$ cat src/rtl/fifo_stream_reader.sv
// Read-side drain for the async FIFO: pops words into a two-entry skid
// buffer and presents them as a registered valid/ready stream.
module fifo_stream_reader #(
    parameter int WIDTH       = 32,
    parameter int COUNT_WIDTH = 16
) (
    input  logic                   clk,
    input  logic                   reset_n,
    input  logic                   fifo_empty,
    input  logic [WIDTH-1:0]       fifo_read_data,
    output logic                   fifo_read_en,
    output logic                   m_valid,
    input  logic                   m_ready,
    output logic [WIDTH-1:0]       m_data,
    input  logic                   flush,
    output logic [COUNT_WIDTH-1:0] word_count
);

    typedef enum logic [1:0] {
        EMPTY = 2'd0,
        ONE   = 2'd1,
        TWO   = 2'd2
    } state_t;

    state_t           state;
    state_t           state_next;
    logic [WIDTH-1:0] head;
    logic [WIDTH-1:0] skid;
    logic             active;
    logic             pop;
    logic             drain;
    logic             load_head_fifo;
    logic             load_head_skid;
    logic             load_skid;

    // Pop never looks at m_ready, so the FIFO read path stays short.
    assign pop          = active && !fifo_empty && !flush && (state != TWO);
    assign fifo_read_en = pop;
    assign m_valid      = (state != EMPTY);
    assign drain        = m_valid && m_ready;
    assign m_data       = head;

    always_comb begin
        state_next     = state;
        load_head_fifo = 1'b0;
        load_head_skid = 1'b0;
        load_skid      = 1'b0;
        if (flush) begin
            state_next = EMPTY;
        end else begin
            unique case (state)
                EMPTY: begin
                    if (pop) begin
                        state_next     = ONE;
                        load_head_fifo = 1'b1;
                    end
                end
                ONE: begin
                    if (pop && !drain) begin
                        state_next = TWO;
                        load_skid  = 1'b1;
                    end else if (pop && drain) begin
                        load_head_fifo = 1'b1;
                    end else if (drain) begin
                        state_next = EMPTY;
                    end
                end
                TWO: begin
                    if (drain) begin
                        state_next     = ONE;
                        load_head_skid = 1'b1;
                    end
                end
                default: state_next = EMPTY;
            endcase
        end
    end

    always_ff @(posedge clk or negedge reset_n) begin
        if (!reset_n) begin
            state      <= EMPTY;
            active     <= 1'b0;
            word_count <= '0;
        end else begin
            state  <= state_next;
            active <= 1'b1;
            if (drain) begin
                word_count <= word_count + 1'b1;
            end
        end
    end

    always_ff @(posedge clk or negedge reset_n) begin
        if (!reset_n) begin
            head <= '0;
            skid <= '0;
        end else begin
            if (load_head_fifo) begin
                head <= fifo_read_data;
            end else if (load_head_skid) begin
                head <= skid;
            end
            if (load_skid) begin
                skid <= fifo_read_data;
            end
        end
    end

endmodule

$ cat config.mk
export PLATFORM = sky130hd
export DESIGN_NAME = fifo_stream_reader
export DESIGN_NICKNAME = d
export VERILOG_FILES = /design/src/rtl/fifo_stream_reader.sv
export SDC_FILE = /design/constraint.sdc
export NUM_CORES = 1
export LEC_CHECK = 0
export ABC_AREA = 0
export CAP_MARGIN = 10
export CORE_ASPECT_RATIO = 1.25
export CORE_MARGIN = 2
export CORE_UTILIZATION = 44
export DETAILED_ROUTE_END_ITERATION = 8
export PLACE_DENSITY = 0.75
export SYNTH_ARGS = -nofsm -noshare
export SYNTH_HDL_FRONTEND = slang
export SYNTH_SLANG_ARGS = --single-unit
$ cat constraint.sdc
create_clock -name clk -period 1.5 [get_ports clk]
set_input_delay 0.3 -clock clk [delete_from_list [all_inputs] [get_ports clk]]
set_output_delay 0.3 -clock clk [all_outputs]
set_load 0.005 [all_outputs]
==> results of run 1 <==
[cell type report]
type	instances	share of cell area, %
clock buffers	15	3.48
clock inverters	1	0.0933
multi-input cells	194	29.5
flip-flops and latches	83	38.8
well taps	95	2.22
repair buffers	142	26.0
[through the flow]
step | TNS, ns | setup WS (ns) | cells | hold WS (ns) | total power, mW
global route | -10.55 | -0.191 | 530 | 0.325 | 5.97
detailed placement | -33.55 | -0.509 | 482 | 0.271 | 4.08
CTS | -6.34 | -0.119 | 525 | 0.433 | 5.65
floorplan | 0 | 0.00193 | 292 | 0.00441 | 3.34
global placement | -32.22 | -0.526 | 482 | 0.268 | 4.03
finish | -6.41 | -0.132 | 530 | 0.319 | 5.68
[sequential cells by signal, summed over array words and instances, names as in the netlist]
| signal | flops |
|---|---|
| m_data | 32 |
| skid | 32 |
| word_count | 16 |
| state | 2 |
| active | 1 |
[power by group]
group | switching, mW | leakage (nW) | internal (mW)
registers | 0.238 | 1.07 | 2.61
logic | 0.485 | 1.62 | 0.809
clock network | 0.756 | 0.0997 | 0.784
total | 1.48 | 2.79 | 4.20
[metal layers]
layer  wire, um  up-vias  GRT usage, %
met2       4520       69          34.1
met4        133        0          7.60
met3        355       10          3.00
met5          0        -             0
met1       3580     1344          24.7
li1           -     1274             -
[cells in the final DEF, fill, tap and decap left out, drive strengths merged]
cell type	n
dlymetal6s2s	4
nand2	77
a21oi	1
clkinv	1
mux2i	1
and2	2
nor3	5
clkbuf	17
nand3	7
conb	1
dfrtp	83
o21a	1
nor4b	1
or2	1
a22oi	32
and4	1
xnor2	11
and4bb	1
and3	1
o21ai	1
nand4	2
nor2	5
nor3b	1
dlygate4sd2	47
dlygate4sd3	1
buf	56
mux2	32
nor2b	2
clkdlybuf4s50	32
nand2b	2
xor2	4
o22a	1
ha	1
[logic make-up (layout without fill, tap and decap cells)]
group | count (synthesis) | count (layout) | share of synthesized area [%]
adders and majority gates | 1 | 1 | 0.351
other | 1 | 1 | 0.105
xor gates and xnor gates | 15 | 15 | 3.69
and+or+nand+nor | 108 | 108 | 13.8
buffers and inverters | 15 | 158 | 2.57
DFF | 83 | 83 | 58.3
AOI/OAI and AO/OA | 36 | 36 | 7.59
muxes | 33 | 33 | 13.6
[how the worst max path moves through the flow]
stage | depth (start not counted) | start | endpoint
finish | 8 | state[1] | m_data[22]
CTS | 5 | state[1] | skid[16]
detailed placement | 4 | fifo_empty | fifo_read_en
global route | 8 | state[1] | m_data[26]
global placement | 4 | fifo_empty | fifo_read_en
floorplan | 5 | state[1] | skid[10]
[synth_stat cells (all sizes together)]
cell type | number | area (um^2)
dfrtp | 83 | 2080
nand2 | 77 | 292
a22oi | 32 | 240
mux2 | 32 | 473
buf | 11 | 76.3
xnor2 | 11 | 96.3
nand3 | 7 | 35.0
nor2 | 5 | 18.8
nor3 | 5 | 30.0
clkbuf | 4 | 15.0
xor2 | 4 | 35.0
and2 | 2 | 12.5
nand2b | 2 | 12.5
nand4 | 2 | 12.5
nor2b | 2 | 12.5
a21oi | 1 | 8.76
and3 | 1 | 6.26
and4 | 1 | 8.76
and4bb | 1 | 12.5
conb | 1 | 3.75
ha | 1 | 12.5
mux2i | 1 | 10.0
nor3b | 1 | 7.51
nor4b | 1 | 23.8
o21a | 1 | 7.51
o21ai | 1 | 5.00
o22a | 1 | 8.76
or2 | 1 | 6.26
[timing repair]
item,in CTS,in global routing
resized for setup,89,32
hold buffers,1,0
endpoints found under the hold margin,27,0
endpoints found under the setup margin,115,78
gates cloned,3,2
buffers inserted,23,3
pin swaps,6,15
[critical path, delay by kind of cell, from the launching register on]
kind            cells  cell delay (ns)
simple gates        3             0.44
compound gates      1             0.08
flops               1             0.40
buf+inv             4             0.60
==> results.md, run 1 <==
- Vias in the first global route: around 2900
- Clock Skew: 0.00653 ns
- Flip-flop and latch count after synthesis: 83
- Post-route cell area: 0.00536 mm^2
- Vias after detailed routing: around 2700
- HPWL after DPL: between 5000 and 6000 um
- Syn nets: 330
- Failing checks: negative setup slack
- Multi-input gate area: 0.00158 mm^2
- Register area share after synthesis: 58.3%
- Min Tclk post-route: 1.63 ns
- Area Overhead vs Synth: 50.7%
- Die Span Y: 105 um
- Total core area: about 0.0078 mm^2
- Final Hold Vio Count: 0
- Detail Route Antenna Nets: 0
- Hold Crit Class: input port to flop
- Hold path endpoint: state[1]
- Die width: 84.5 um
- Placed Area: 0.00471 mm^2
- Iteration count of the initial detailed-routing pass: 4
- Startpoint Class: flop
- Outcome: finished, violations left
- Critical path data required time: 1.73 ns
- Initial Utilization: 45.4%
- DR vias/cell: 5.09
- First-pass GRT wire length: 13800 um
- Row Count: 36
- Die ar.: 0.00883 mm^2
- FF/Latch Area: 0.00208 mm^2
- R2R setup slack: -0.13 ns
- Fin worst setup slack: -0.132 ns
- CP Class: flop to flop
- Grt total ovfl: 0
- Post-synthesis cell type count: 34
- Final Net Count: between 400 and 500
- Final core occ: just under 70%
- All-Layer GR Usage: 19.7%
- RSZ-0062 raised after global routing: yes
- Worst flop-to-flop path startpoint: state[1]
- Leakage power: between 2 and 3 nW
- FF-to-FF End: m_data[22]
- GP Congestion: 0.771
- DRC: 0
- Fillers: 596
- Max-Cap Viols: 0
- Fmax: 613 MHz
- Post-Synthesis Cells: 292
- Average size of a mapped cell: 12.2 um^2
- Worst EP arrival: 1.86 ns
- Largest net degree at the start of global routing: 36
- Routed wire per std cell: 16.2 um
- Root buffer cell: clkbuf_8
- Hold Path Origin: m_ready
- Buffers on Ports: 86
- Initial DRC count: 104
- Layout cell share with drive strength beyond 1: 34.7%
- Crit path largest cell delay: 0.40 ns
- Final setup fails: 66
- # diodes: 0
- Pwr per Cell Area: 1060 mW/mm^2
- WHS Path Cells: 2
- H-Tree Depth: 3
- Post-synth design cell area: 0.00356 mm^2
- Clock latency on the worst-skew pair: around 0.34 ns
- Tcrit/Tclk final: 109%
- Synthesis Warnings: 0
- # clock sinks: 83
- TritonCTS Buffers: 9
- Total wire length: 8590 um
- Initial antenna violation count: 0
- CTS Buffer Depth: 2
- Crit. End Element: flop
- CTS tree: built
- Clk slew on worst S/H paths: 0.08 ns
- Maximum vdd drop: between 0.6 and 0.7 mV
- Max-slew violations: 0
- CP max-delay cell: dfrtp_1
- I/O pins: 87
- Crit-path cells: buf_6 > nor4b_4 > buf_4 > buf_6 > a21oi_4 > clkbuf_16 > nand2_1 > nand2_1
- Reg2reg path depth: 8
- CP max FO: 12
(Power assumes the default switching activity.)
==> run 2: changes to the inputs <==
--- a/config.mk
+++ b/config.mk
@@ -8,7 +8,6 @@
 export ABC_AREA = 0
 export CAP_MARGIN = 10
 export CORE_ASPECT_RATIO = 1.25
-export CORE_MARGIN = 2
 export CORE_UTILIZATION = 44
 export DETAILED_ROUTE_END_ITERATION = 8
 export PLACE_DENSITY = 0.75
==> run 2 against run 1 <==
  * Maximum frequency decreased by 2.6%
  * Sequential power about the same
  * The run still ends with negative setup slack left
  * Flip-flop and latch count unchanged
  * Largest power group unchanged
  * Via count increased by 0.26%
  * Setup slack got worse by 0.044 ns
==> results.md, run 2 (synthesized netlist as in run 1, its figures left out) <==
- Initial Utilization: 45.4% (unchanged)
- Post-route cell area: 0.00518 mm^2 (-3.4%)
- Critical path data required time: 1.80 ns (+0.07 ns)
- Switching power total: 1.47 mW (-0.47%)
- Routed wire per std cell: 15.5 um (-4.3%)
- # clock sinks: 83 (unchanged)
- H-Tree Depth: 3 (unchanged)
- Sum Neg Setup Slack: -9.50 ns (-3.09 ns)
- TritonCTS Buffers: 9 (unchanged)
- Clk pwr share: 28.4% (+1.3 points)
- Min Tclk post-route: 1.68 ns (+0.0440 ns)
- Vias after detailed routing: 2704 (+0.26%)
- Die ar.: 0.00846 mm^2 (-4.2%)
- Initial antenna violation count: 0 (unchanged)
- GP Congestion: 0.738 (-4.4%)
- Layout cell share with drive strength beyond 1: 28.5% (-6.2 points)
- # diodes: 0 (unchanged)
- RSZ-0062 raised after global routing: yes
- Die Span Y: 103 um (-1.9%)
- CTS tree: built
- Buffers on Ports: 86 (unchanged)
- Total core area: 0.00784 mm^2 (unchanged)
- Most common cell after layout, fill and taps aside: dfrtp_1
- HPWL after DPL: 5030 um (-5.8%)
- CP max FO: 22 (+10)
- DR vias/cell: 5.14 (+1.0%)
- Tcrit/Tclk final: 112% (+2.9 points)
- Outcome: finished, violations left
- Row Count: 36 (unchanged)
- All-Layer GR Usage: 21.0% (+1.3 points)
- Clock latency on the worst-skew pair: 0.35 ns (about the same)
- Int Pwr: 4.19 mW (-0.41%)
- Grt total ovfl: 0 (unchanged)
- Clock Skew: 0.00957 ns (+0.00304 ns)
- Placed Area: 0.00467 mm^2 (-0.74%)
- DRC: 0 (unchanged)
- Pwr per Cell Area: 1090 mW/mm^2 (+3.1%)
- Fmax: 597 MHz (-2.6%)
- Crit. End Element: flop
- Combinational fraction of design power: 21.6% (-1.2 points)
- Startpoint Class: flop
- Initial DRC count: 96 (-7.7%)
- Final Net Count: 464 (-0.85%)
- Final setup fails: 68 (+3.0%)
- Overall Power: 5.66 mW (-0.42%)
- Leakage power: 2.69 nW (-3.5%)
- CTS Buffer Depth: 2 (unchanged)
- Most frequent cells in the layout: 82 x dfrtp_1, 73 x nand2_1, 49 x dlygate4sd2_1
- Max-slew violations: 0 (unchanged)
- Largest net degree at the start of global routing: 84 (+130%)
- Iteration count of the initial detailed-routing pass: 4 (unchanged)
- CP Class: flop to flop
- Worst EP arrival: 1.97 ns (+0.11 ns)
- Final Hold Vio Count: 0 (unchanged)
- Maximum vdd drop: 0.664 mV (+8.8%)
- I/O pins: 87 (unchanged)
- Area Overhead vs Synth: 45.6%
- Fin worst setup slack: -0.176 ns (-0.0440 ns)
- Max-Cap Viols: 0 (unchanged)
- Root buffer cell: clkbuf_8
- Detail Route Antenna Nets: 0 (unchanged)
- Vias in the first global route: 2886 (+0.31%)
- Switching Fraction: 26.0% (about the same)
- Die width: 82.5 um (-2.4%)
- Sequential power share: 50.0% (about the same)
- Total wire length: 8160 um (-5.0%)
- First-pass GRT wire length: 13200 um (-4.3%)
- Failing checks: negative setup slack
- WHS: 0.459 ns (+0.140 ns)
- Clk slew on worst S/H paths: 0.08 ns (about the same)
- Hold Crit Class: input port to flop
-- run 2: cell count changes in the layout (fill, tap and decap cells not counted), moves of 2 or more --
cell,before,now
nand2_1,59,73
nand2_2,15,4
a22oi_1,14,22
a22oi_2,18,10
dlymetal6s2s_1,4,0
clkbuf_8,13,10
nand2_4,3,0
buf_4,40,38
clkdlybuf4s50_1,32,34
clkinvlp_4,0,2
dlygate4sd2_1,47,49
-- run 2: power groups by stage --
stage / combinational [mW] / clock, mW / sequential [mW]
2_1_floorplan: 0.475 / 0 / 2.87
3_3_place_gp: 1.18 / 0 / 2.87
3_5_place_dp: 1.21 / 0 / 2.89
4_1_cts: 1.23 / 1.65 / 2.82
5_1_grt: 1.36 / 1.74 / 2.88
6_report: 1.22 / 1.61 / 2.83
-- run 2: critical path, cell delays in order, from the launching register on --
cell	delay, ns
dfrtp_1	0.40
buf_4	0.14
buf_6	0.12
buf_4	0.12
and4bb_2	0.28
a21oi_4	0.21
buf_12	0.20
nand2_1	0.08
nand2_1	0.06
-- run 2: routing by layer --
metal,up-vias,part of all wire [%],global-route usage [%]
met3,11,4.1,4.51
li1,1270,-,-
met5,-,0,0
met2,65,52,36.2
met1,1358,42,25.3
met4,0,1.7,8.37
-- run 2: worst paths after layout --
| kind | from | endpoint | slack (ns) | cells after the start |
|---|---|---|---|---|
| max | state[1] | m_data[12] | -0.18 | 8 |
| min | flush | state[0] | 0.46 | 3 |
| max reg2reg | state[1] | m_data[12] | -0.18 | 8 |
| min reg2reg | m_data[7] | m_data[7] | 0.47 | 2 |
| max in group asynchronous | reset_n | word_count[6] | 0.60 | 3 |
| min in group asynchronous | reset_n | m_data[29] | 0.49 | 3 |
-- run 2: layout make-up --
cell class / instances / area, um^2
clock buffers: 12 / 145
clock inverters: 4 / 50.0
fillers: 629 / 2660
multi-input cells: 194 / 1470
flip-flops and latches: 83 / 2080
well taps: 95 / 119
repair buffers: 138 / 1320
-- run 2: timing repair --
item                                    4_1_cts  5_1_grt
cloned                                        1        1
hold buffers                                  1        0
hold endpoints to repair                     83        0
setup buffers                                26        2
resized for setup                            80        5
pin swaps                                     8       10
endpoints found under the setup margin      114       74
-- run 2: per-stage QoR --
stage          setup slack [ns]  instances  utilization, %
2_1_floorplan           0.00193        292               -
3_3_place_gp             -0.429        479            59.6
3_5_place_dp             -0.456        479            59.6
4_1_cts                  -0.166        523            65.4
5_1_grt                  -0.264        526            66.1
6_report                 -0.176        526            66.1
==> run 3: changes to the inputs <==
--- a/config.mk
+++ b/config.mk
@@ -10,6 +10,7 @@
 export CORE_ASPECT_RATIO = 1.25
 export CORE_UTILIZATION = 44
 export DETAILED_ROUTE_END_ITERATION = 8
+export MAX_ROUTING_LAYER = met4
 export PLACE_DENSITY = 0.75
 export SYNTH_ARGS = -nofsm -noshare
 export SYNTH_HDL_FRONTEND = slang
==> run 3 against run 2 <==
  * The flow still finishes with violations (negative setup slack)
  * Sequential power about the same
  * Highest routed layer unchanged
  * Largest power group unchanged
  * Wire length up 1.6%
  * Hold slack better by 0.00056 ns
==> results.md, run 3 (synthesized netlist as in run 1, its figures left out) <==
- Outcome: finished, violations left
- Failing checks: negative setup slack
- GP Congestion: 0.747 (+1.2%)
- Hold Crit Class: input port to flop
- Fmax: 593 MHz (-0.66%)
- CP max FO: 16 (-27%)
- Die ar.: 0.00846 mm^2 (unchanged)
- Fin worst setup slack: -0.187 ns (-0.0111 ns)
- Detail Route Antenna Nets: 0 (unchanged)
- Min Tclk post-route: 1.69 ns (+0.0111 ns)
- DRC: 0 (unchanged)
- Layout Cells excl Fill: 527 (+0.19%)
- Pwr per Cell Area: 1090 mW/mm^2 (-0.46%)
- Initial Utilization: 45.4% (unchanged)
- Area Overhead vs Synth: 46.3%
- RSZ-0062 raised after global routing: yes
- Final Hold Vio Count: 0 (unchanged)
- Most frequent cells in the layout: 82 x dfrtp_1, 73 x nand2_1, 49 x dlygate4sd2_1
- First-pass GRT wire length: 13300 um (+0.31%)
- Pre-CTS WS: -0.456 ns (unchanged)
- Overall Power: 5.66 mW (about the same)
- Die width: 82.5 um (unchanged)
- CTS tree: built
- Most common cell after layout, fill and taps aside: dfrtp_1
- Multi-input gate area: 0.00147 mm^2 (unchanged)
- Tcrit/Tclk final: 112% (+0.74 points)
- Vias after detailed routing: 2726 (+0.81%)
- CTS Buffer Depth: 2 (unchanged)
- All-Layer GR Usage: 21.7% (+0.75 points)
- HPWL after DPL: 5030 um (unchanged)
- Placed insts: 479 (unchanged)
- Fillers: 626 (-0.48%)
- Clk slew on worst S/H paths: 0.08 ns (about the same)
- Total core area: 0.00784 mm^2 (unchanged)
- Layout cell share with drive strength beyond 1: 28.7% (+0.17 points)
- CP Class: flop to flop
- R2R setup slack: -0.19 ns (about the same)
- Clock Skew: 0.0101 ns (+0.000503 ns)
- Worst EP arrival: 1.92 ns (-0.05 ns)
- Die Span Y: 103 um (unchanged)
- Startpoint Class: flop
- # clock sinks: 83 (unchanged)
- H-Tree Depth: 3 (unchanged)
- Routed wire per std cell: 15.7 um (+1.4%)
- Initial DRC count: 91 (-5.2%)
- Critical path data required time: 1.74 ns (-0.06 ns)
- Final setup fails: 69 (+1.5%)
- Vias in the first global route: 2871 (-0.52%)
- I/O pins: 87 (unchanged)
- FF/Latch Area: 0.00208 mm^2 (unchanged)
- DR vias/cell: 5.17 (+0.62%)
- Leakage power: 2.70 nW (+0.53%)
- Total wire length: 8290 um (+1.6%)
- # diodes: 0 (unchanged)
- Row Count: 36 (unchanged)
- Max-Cap Viols: 0 (unchanged)
- Grt total ovfl: 0 (unchanged)
- Maximum vdd drop: 0.665 mV (+0.23%)
- Root buffer cell: clkbuf_8
- Final Net Count: 465 (+0.22%)
- Largest net degree at the start of global routing: 84 (unchanged)
- Crit. End Element: flop
- Clock latency on the worst-skew pair: 0.35 ns (about the same)
- Buffers on Ports: 86 (unchanged)
- Iteration count of the initial detailed-routing pass: 4 (unchanged)
- WHS: 0.459 ns (+0.000557 ns)
- TritonCTS Buffers: 9 (unchanged)
- Initial antenna violation count: 0 (unchanged)
- Max-slew violations: 0 (unchanged)
run 3: worst paths after layout:
path,startpoint,endpoint,depth (start not counted)
min in group asynchronous,reset_n,m_data[29],3
worst max register to register,state[1],skid[28],6
worst max-delay path,state[1],skid[28],6
worst min register to register,m_data[7],m_data[7],2
max in group asynchronous,reset_n,word_count[6],3
worst min-delay path,flush,state[0],3
run 3: metrics by stage:
stage / TNS (ns) / cell area (um^2) / util [%]
after floorplan: 0 / 3560 / -
after global placement: -28.54 / 4670 / 59.6
after detailed placement: -28.88 / 4670 / 59.6
after CTS: -7.66 / 5120 / 65.4
after global routing: -16.08 / 5210 / 66.4
final: -10.10 / 5210 / 66.4
run 3: per-layer routing:
metal,vias up,GRT usage (%),share of wire (%)
met2,70,35.9,52
li1,1270,-,-
met4,0,7.56,1.4
met3,13,5.13,3.8
met5,-,-,0
met1,1373,25.8,43
run 3: layout make-up:
class,instances,share of cell area [%]
clock buffers,12,2.79
flip-flops and latches,83,39.9
well taps,95,2.28
repair buffers,139,25.8
multi-input cells,194,28.3
clock inverters,4,0.961
run 3: report_power, final:
group	internal [mW]	switching, mW
registers	2.61	0.220
logic	0.764	0.459
clock network	0.814	0.792
run 3: worst max-delay path: stages (launching register included):
cell and delay, ns:
dfrtp_1 0.40, buf_6 0.13, buf_6 0.11, nor4b_4 0.26, nand2_2 0.15, clkbuf_16 0.23, mux2_4 0.31
run 3: repair_timing:
item / 4_1_cts / 5_1_grt
buffers inserted: 26 / 2
gates cloned: 1 / 2
pin swaps: 8 / 11
endpoints found under the hold margin: 83 / 0
gates resized for setup: 80 / 5
hold buffers: 1 / 0
setup endpoints to repair: 114 / 74
